--- src/rtl/servo_pkg.sv ---
// Shared servo constants: pulse-width type, default timing and named widths.
// Used by the angle decoder and the servo PWM driver.
package servo_pkg;

    localparam int SERVO_W    = 20;
    localparam int DEF_PERIOD = 1_000_000;
    localparam int DEF_SLEW   = 5000;

    localparam logic [SERVO_W-1:0] W_RIGHT   = 20'd15000;
    localparam logic [SERVO_W-1:0] W_LEFT    = 20'd60000;
    localparam logic [SERVO_W-1:0] W_HOLD    = 20'd70000;
    localparam logic [SERVO_W-1:0] W_RELEASE = 20'd75000;

    typedef enum logic {
        ST_IDLE = 1'b0,
        ST_RUN  = 1'b1
    } state_t;

    function automatic logic [SERVO_W-1:0] clamp_w(
        input logic [SERVO_W-1:0] v,
        input logic [SERVO_W-1:0] lim
    );
        return (v > lim) ? lim : v;
    endfunction

endpackage

--- src/rtl/servo_slew_ch.sv ---
// One servo channel: boundary-latched, optionally slew-limited active width
// and a registered pulse output aligned to the shared frame counter.
module servo_slew_ch
    import servo_pkg::*;
#(
    parameter int PERIOD_CYCLES = DEF_PERIOD,
    parameter int SLEW_STEP     = DEF_SLEW
) (
    input  logic               clk,
    input  logic               rst_n,
    input  logic               i_bnd,
    input  logic               i_run,
    input  logic [SERVO_W-1:0] i_target,
    input  logic               i_primed,
    input  logic               i_slew_en,
    input  logic [SERVO_W-1:0] i_cnt,
    output logic [SERVO_W-1:0] o_active,
    output logic               o_pwm
);

    localparam logic [SERVO_W-1:0] PER    = SERVO_W'(PERIOD_CYCLES);
    localparam logic [SERVO_W:0]   STEP21 = 21'(SLEW_STEP);

    logic [SERVO_W-1:0] r_active;
    logic               r_pwm;

    logic [SERVO_W-1:0] w_tgt;
    logic [SERVO_W:0]   w_t21;
    logic [SERVO_W:0]   w_a21;
    logic [SERVO_W:0]   w_diff;
    logic [SERVO_W:0]   w_up;
    logic [SERVO_W:0]   w_dn;
    logic [SERVO_W:0]   w_cnt_inc;
    logic [SERVO_W-1:0] w_new;

    assign w_tgt     = clamp_w(i_target, PER);
    assign w_t21     = {1'b0, w_tgt};
    assign w_a21     = {1'b0, r_active};
    assign w_up      = w_a21 + STEP21;
    assign w_dn      = w_a21 - STEP21;
    assign w_cnt_inc = {1'b0, i_cnt} + 21'd1;

    // Unsigned 21-bit distance; each branch only subtracts the smaller value.
    always_comb begin
        w_new  = w_tgt;
        w_diff = '0;
        if (i_primed && i_slew_en && (STEP21 != '0)) begin
            if (w_t21 >= w_a21) begin
                w_diff = w_t21 - w_a21;
                if (w_diff > STEP21) w_new = w_up[SERVO_W-1:0];
            end else begin
                w_diff = w_a21 - w_t21;
                if (w_diff > STEP21) w_new = w_dn[SERVO_W-1:0];
            end
        end
    end

    always_ff @(posedge clk or negedge rst_n) begin
        if (!rst_n) begin
            r_active <= '0;
            r_pwm    <= 1'b0;
        end else begin
            if (i_bnd) r_active <= w_new;
            if (!i_run)     r_pwm <= 1'b0;
            else if (i_bnd) r_pwm <= (w_new != '0);
            else            r_pwm <= (w_cnt_inc < w_a21);
        end
    end

    assign o_active = r_active;
    assign o_pwm    = r_pwm;

endmodule

--- src/rtl/servo_pwm_driver.sv ---
// Three-channel servo pulse generator sharing one frame counter.
// X/Y are slew-limited per frame; fire snaps to its target.
module servo_pwm_driver
    import servo_pkg::*;
#(
    parameter int PERIOD_CYCLES = DEF_PERIOD,
    parameter int SLEW_STEP     = DEF_SLEW
) (
    input  logic               clk,
    input  logic               rst_n,
    input  logic               en,
    input  logic [SERVO_W-1:0] x_value,
    input  logic [SERVO_W-1:0] y_value,
    input  logic [SERVO_W-1:0] fire_value,
    output logic               x_pwm,
    output logic               y_pwm,
    output logic               fire_pwm,
    output logic               frame_tick,
    output logic [SERVO_W-1:0] x_active,
    output logic [SERVO_W-1:0] y_active,
    output logic [SERVO_W-1:0] fire_active
);

    localparam logic [SERVO_W-1:0] LAST = SERVO_W'(PERIOD_CYCLES - 1);

    state_t             r_state;
    state_t             w_state_nxt;
    logic [SERVO_W-1:0] r_cnt;
    logic [SERVO_W-1:0] w_cnt_nxt;
    logic               r_primed;
    logic               r_tick;
    logic               w_bnd;

    always_ff @(posedge clk or negedge rst_n) begin
        if (!rst_n) begin
            r_state  <= ST_IDLE;
            r_cnt    <= '0;
            r_primed <= 1'b0;
            r_tick   <= 1'b0;
        end else begin
            r_state  <= w_state_nxt;
            r_cnt    <= w_cnt_nxt;
            r_primed <= r_primed | w_bnd;
            r_tick   <= w_bnd;
        end
    end

    always_comb begin
        w_state_nxt = r_state;
        w_cnt_nxt   = '0;
        w_bnd       = 1'b0;
        unique case (r_state)
            ST_IDLE: begin
                if (en) begin
                    w_state_nxt = ST_RUN;
                    w_bnd       = 1'b1;
                end
            end
            ST_RUN: begin
                if (!en) begin
                    w_state_nxt = ST_IDLE;
                end else if (r_cnt == LAST) begin
                    w_bnd = 1'b1;
                end else begin
                    w_cnt_nxt = r_cnt + 1'b1;
                end
            end
        endcase
    end

    servo_slew_ch #(
        .PERIOD_CYCLES(PERIOD_CYCLES),
        .SLEW_STEP    (SLEW_STEP)
    ) u_x (
        .clk      (clk),
        .rst_n    (rst_n),
        .i_bnd    (w_bnd),
        .i_run    (en),
        .i_target (x_value),
        .i_primed (r_primed),
        .i_slew_en(1'b1),
        .i_cnt    (r_cnt),
        .o_active (x_active),
        .o_pwm    (x_pwm)
    );

    servo_slew_ch #(
        .PERIOD_CYCLES(PERIOD_CYCLES),
        .SLEW_STEP    (SLEW_STEP)
    ) u_y (
        .clk      (clk),
        .rst_n    (rst_n),
        .i_bnd    (w_bnd),
        .i_run    (en),
        .i_target (y_value),
        .i_primed (r_primed),
        .i_slew_en(1'b1),
        .i_cnt    (r_cnt),
        .o_active (y_active),
        .o_pwm    (y_pwm)
    );

    servo_slew_ch #(
        .PERIOD_CYCLES(PERIOD_CYCLES),
        .SLEW_STEP    (SLEW_STEP)
    ) u_fire (
        .clk      (clk),
        .rst_n    (rst_n),
        .i_bnd    (w_bnd),
        .i_run    (en),
        .i_target (fire_value),
        .i_primed (r_primed),
        .i_slew_en(1'b0),
        .i_cnt    (r_cnt),
        .o_active (fire_active),
        .o_pwm    (fire_pwm)
    );

    assign frame_tick = r_tick;

endmodule

--- config.mk ---
export PLATFORM = sky130hd
export DESIGN_NAME = servo_pwm_driver
export DESIGN_NICKNAME = d
export VERILOG_FILES = /design/src/rtl/servo_pkg.sv /design/src/rtl/servo_slew_ch.sv /design/src/rtl/servo_pwm_driver.sv
export SDC_FILE = /design/constraint.sdc
export NUM_CORES = 1
export LEC_CHECK = 0
export CAP_MARGIN = 20
export CORE_MARGIN = 2
export CORE_UTILIZATION = 56
export DETAILED_ROUTE_END_ITERATION = 6
export DONT_BUFFER_PORTS = 1
export GPL_TIMING_DRIVEN = 0
export PLACE_DENSITY = 0.83
export SETUP_SLACK_MARGIN = 0.05
export SKIP_LAST_GASP = 1
export SLEW_MARGIN = 20
export SYNTH_ARGS = -nofsm -noshare
export SYNTH_HDL_FRONTEND = slang
export SYNTH_SLANG_ARGS = --single-unit
--- constraint.sdc ---
create_clock -name clk -period 5.9 [get_ports clk]
set_clock_uncertainty 0.05 [all_clocks]
set_input_delay 1.18 -clock clk [delete_from_list [all_inputs] [get_ports clk]]
set_output_delay 1.18 -clock clk [all_outputs]
set_load 0.02 [all_outputs]
==> summary.md <==
| Metric | Value |
|---|---|
| CP required | `6.05 ns` |
| Crit. End Element | `register` |
| Leak Pwr | `about 0.0065 uW` |
| Synth warn | `0` |
| Root buf cell | `clkbuf_16` |
| CP max stage delay | `0.60 ns` |
| Core area | `0.02169 sq mm` |
| Fin. max-slew vios | `0` |
| H-tree depth | `3` |
| Period minus WS final | `5.918 ns` |
| Post-synth EDFFs | `0` |
| Port Buf Inserts | `0` |
| Syn Nets | `1837` |
| Synth Cell Area | `0.01228 sq mm` |
| Row cnt | `54` |
| Clock transition at path regs | `0.07 ns` |
| GPL Wtd Cong | `1.009` |
| Worst Path Buf+Inv | `4` |
| Clk_lat worst skew | `0.35 ns` |
| Final setup violation count | `1` |
| PD cells | `529.2 mW/mm^2` |
| First-pass GRT wire length | `68050 um` |
| Synth Instances | `between 1500 and 2000` |
| Worst rel slew slack | `0.4312` |
| Post-synth cell types | `103` |
| Setup TNS | `-0.01823 ns` |
| Crit Path Max Fanout | `10` |
| CTS Buf Count | `9` |
| DP Worst Slack | `-1.296 ns` |
| Initial Utilization | `0.5661` |
| Seq/Total Area, Yosys | `0.1753` |
| Top_reg_cell synth | `dfrtp_1` |
| Worst setup margin | `-0.01823 ns` |
| Final period utilization | `1.003` |
| CTS tree | `done` |
| Drt drc | `0` |
| Fin nets | `about 1900` |
| GRT Util Overall | `0.3610` |
| P&R area growth vs syn | `19.50%` |
| CTS Hold Bufs | `0` |
| Routed WL | `around 44000 um` |
| Cells along the critical path | `o31ai_1 > a31oi_2 > o21ai_2 > buf_6 > nand2_2 > inv_2 > ha_1 > buf_2 > a21oi_1 > nor2b_1 > o21ai_0 > o221ai_1 > xnor2_1 > nor4_4 > or4b_4 > o211ai_4 > buf_8 > nand4_1 > o21ai_2 > nand4b_1 > nor4b_2 > a31oi_2` |
| Switching Fraction | `0.5546` |
| Post-synth ARST share | `1.000` |
| Chip width | `152.1 um` |
| Die H | `152.1 um` |
| Fillcell total | `1789` |
| ANT nets after route | `0` |
| Layout cells sized above 1 | `0.1908` |
| Yosys reg bits | `between 80 and 90` |
| Least-Margin Pin Slew | `0.8532 ns` |
| CP Launch Type | `primary input` |
| CP Class | `in2reg` |
| Antenna violations before repair | `0` |
| # IOs | `127` |
| Worst Path Arrival | `6.07 ns` |
| Clock Power Share | `0.078` |
| Peak VDD IR | `between 0.2 and 0.3 mV` |
| Vias per cell | `6.765` |
| RSZ-0062 raised after global routing | `true` |
| Gate power share | `0.767` |
| Vias | `13557` |
| Timing-limited maximum frequency | `0.1690 GHz` |
| Largest net degree at the start of global routing | `87` |
| Final hold violation count | `0` |
| Ant. Diodes | `0` |
| Vias in the first global route | `12829` |
| Die area | `0.02312 sq mm` |
| Top delay family on crit path | `compound AO/OA/AOI/OAI gates` |
| Hpwl dp | `33150 um` |
| First drt pass iteration count | `6` |
| Seq pwr share | `0.155` |
| WL/cell | `22.13 um` |
| DR iter-0 viols | `roughly 1600` |
| HP Class | `in2async` |
| GRT overflow | `0` |
| Status | `complete, but fails checks` |
| End-of-flow core utilization | `0.6764` |
| Int Power | `~3500 uW` |
| Sw power | `4306 uW` |
| Commonest cells after routing, fill and taps aside | `nand2_1 (152), ha_1 (129), inv_1 (114)` |
| Clock Path Buffers | `2` |
| Worst path slowest cell | `or4b_4` |
| Most common cell after layout, fill and taps aside | `nand2_1` |
| Hold Slack | `0.4674 ns` |
| Avg Synthesized Cell Area | `7.532 sq um` |
| Failing checks | `setup timing` |
| Clk sinks | `86` |
| MaxCap Viol Count | `0` |
-- cell usage after synthesis (9+ instances only) --
cell type / count / share of area
o211ai_1: 19 / 0.012
buf_2: 26 / 0.011
o2111ai_1: 9 / 0.0064
o21ai_0: 118 / 0.048
nor2b_1: 28 / 0.014
a31oi_1: 24 / 0.012
nor4_1: 14 / 0.0071
a221oi_1: 17 / 0.012
nand2_1: 169 / 0.052
a211oi_1: 15 / 0.0092
or3_1: 12 / 0.0061
nor2_1: 114 / 0.035
dfrtp_1: 86 / 0.18
a21oi_1: 103 / 0.042
ha_1: 142 / 0.14
clkbuf_1: 43 / 0.013
a21boi_0: 10 / 0.0061
nand4_1: 32 / 0.016
nor3_1: 35 / 0.014
xor2_1: 27 / 0.019
nand2b_1: 27 / 0.014
a22oi_1: 9 / 0.0055
nand3_1: 49 / 0.020
a21o_1: 28 / 0.017
xnor2_1: 66 / 0.047
inv_1: 122 / 0.037
o21a_1: 42 / 0.026
o31ai_1: 12 / 0.0073
o21bai_1: 9 / 0.0055
and3_1: 23 / 0.012
mux2i_1: 13 / 0.011
-- final timing paths --
check / start / slack, ns / to / cells past startpoint
max in group asynchronous: rst_n / 5.18 / u_x.o_active[18] / 0
max reg2reg: u_x.o_active[9] / 0.69 / u_x.o_pwm / 19
min: rst_n / 0.47 / u_x.o_active[2] / 0
max: y_value[8] / -0.02 / u_y.o_pwm / 22
min in group clk: r_cnt[0] / 0.59 / r_cnt[0] / 1
min reg2reg: r_cnt[0] / 0.59 / r_cnt[0] / 1
-- power groups by stage --
stage                     Clock (uW)  Sequential (uW)  Combinational [uW]
after floorplan                    0             1090                3700
after global placement             0             1200                4700
after detailed placement           0             1210                4780
after CTS                        606             1200                5160
after global routing             631             1230                6370
final                            604             1200                5960
-- metal layers --
metal	wire [um]	track usage	part of all wire	up-vias
li1	-	-	-	6113
met1	18340	0.4996	0.41	6405
met2	19240	0.5519	0.43	881
met3	5183	0.09099	0.12	158
met4	1574	0.1193	0.035	0
met5	0	0	0	-
-- layout make-up --
class	instances	area, sq um	share of cell area
Buffer	77	470.5	0.03207
Tap cell	280	350.3	0.02388
Sequential cell	86	2152	0.1467
Timing Repair Buffer	79	649.4	0.04426
Clock buffer	11	242.7	0.01655
Multi-Input combinational cell	1342	10270	0.7000
Clock inverter	5	65.06	0.004435
Inverter	124	470.5	0.03207
-- metrics by stage --
step	total power, uW	instances	area (sq um)
floorplan	4794	1630	12320
global placement	5900	1910	12670
detailed placement	5986	1910	12670
CTS	6962	1966	13740
global route	8234	2004	14670
finish	7764	2004	14670
-- repair_timing --
item	4_1_cts	5_1_grt
gates cloned	1	1
buffers inserted	40	37
gates resized for setup	90	146
setup endpoints to repair	39	34
pin swaps	48	59
-- sequential cells by signal (all words and copies together), names as in the netlist --
signal           cells
frame_tick           1
r_cnt               20
r_primed             1
r_state              1
u_fire.o_active     20
u_fire.o_pwm         1
u_x.o_active        20
u_x.o_pwm            1
u_y.o_active        20
u_y.o_pwm            1
-- logic make-up (layout without fill, tap and decap cells) --
family          count (synthesis)  in the layout  synth area share
fa+ha+maj                     144            144            0.1480
mux                            15             15           0.01243
compound gates                520            520            0.2933
simple gates                  570            570            0.2378
flops                          86             86            0.1753
buf+inv                       202            296           0.06686
xor+xnor                       93             93           0.06635
No activity file was read; power rests on OpenSTA's default activity.
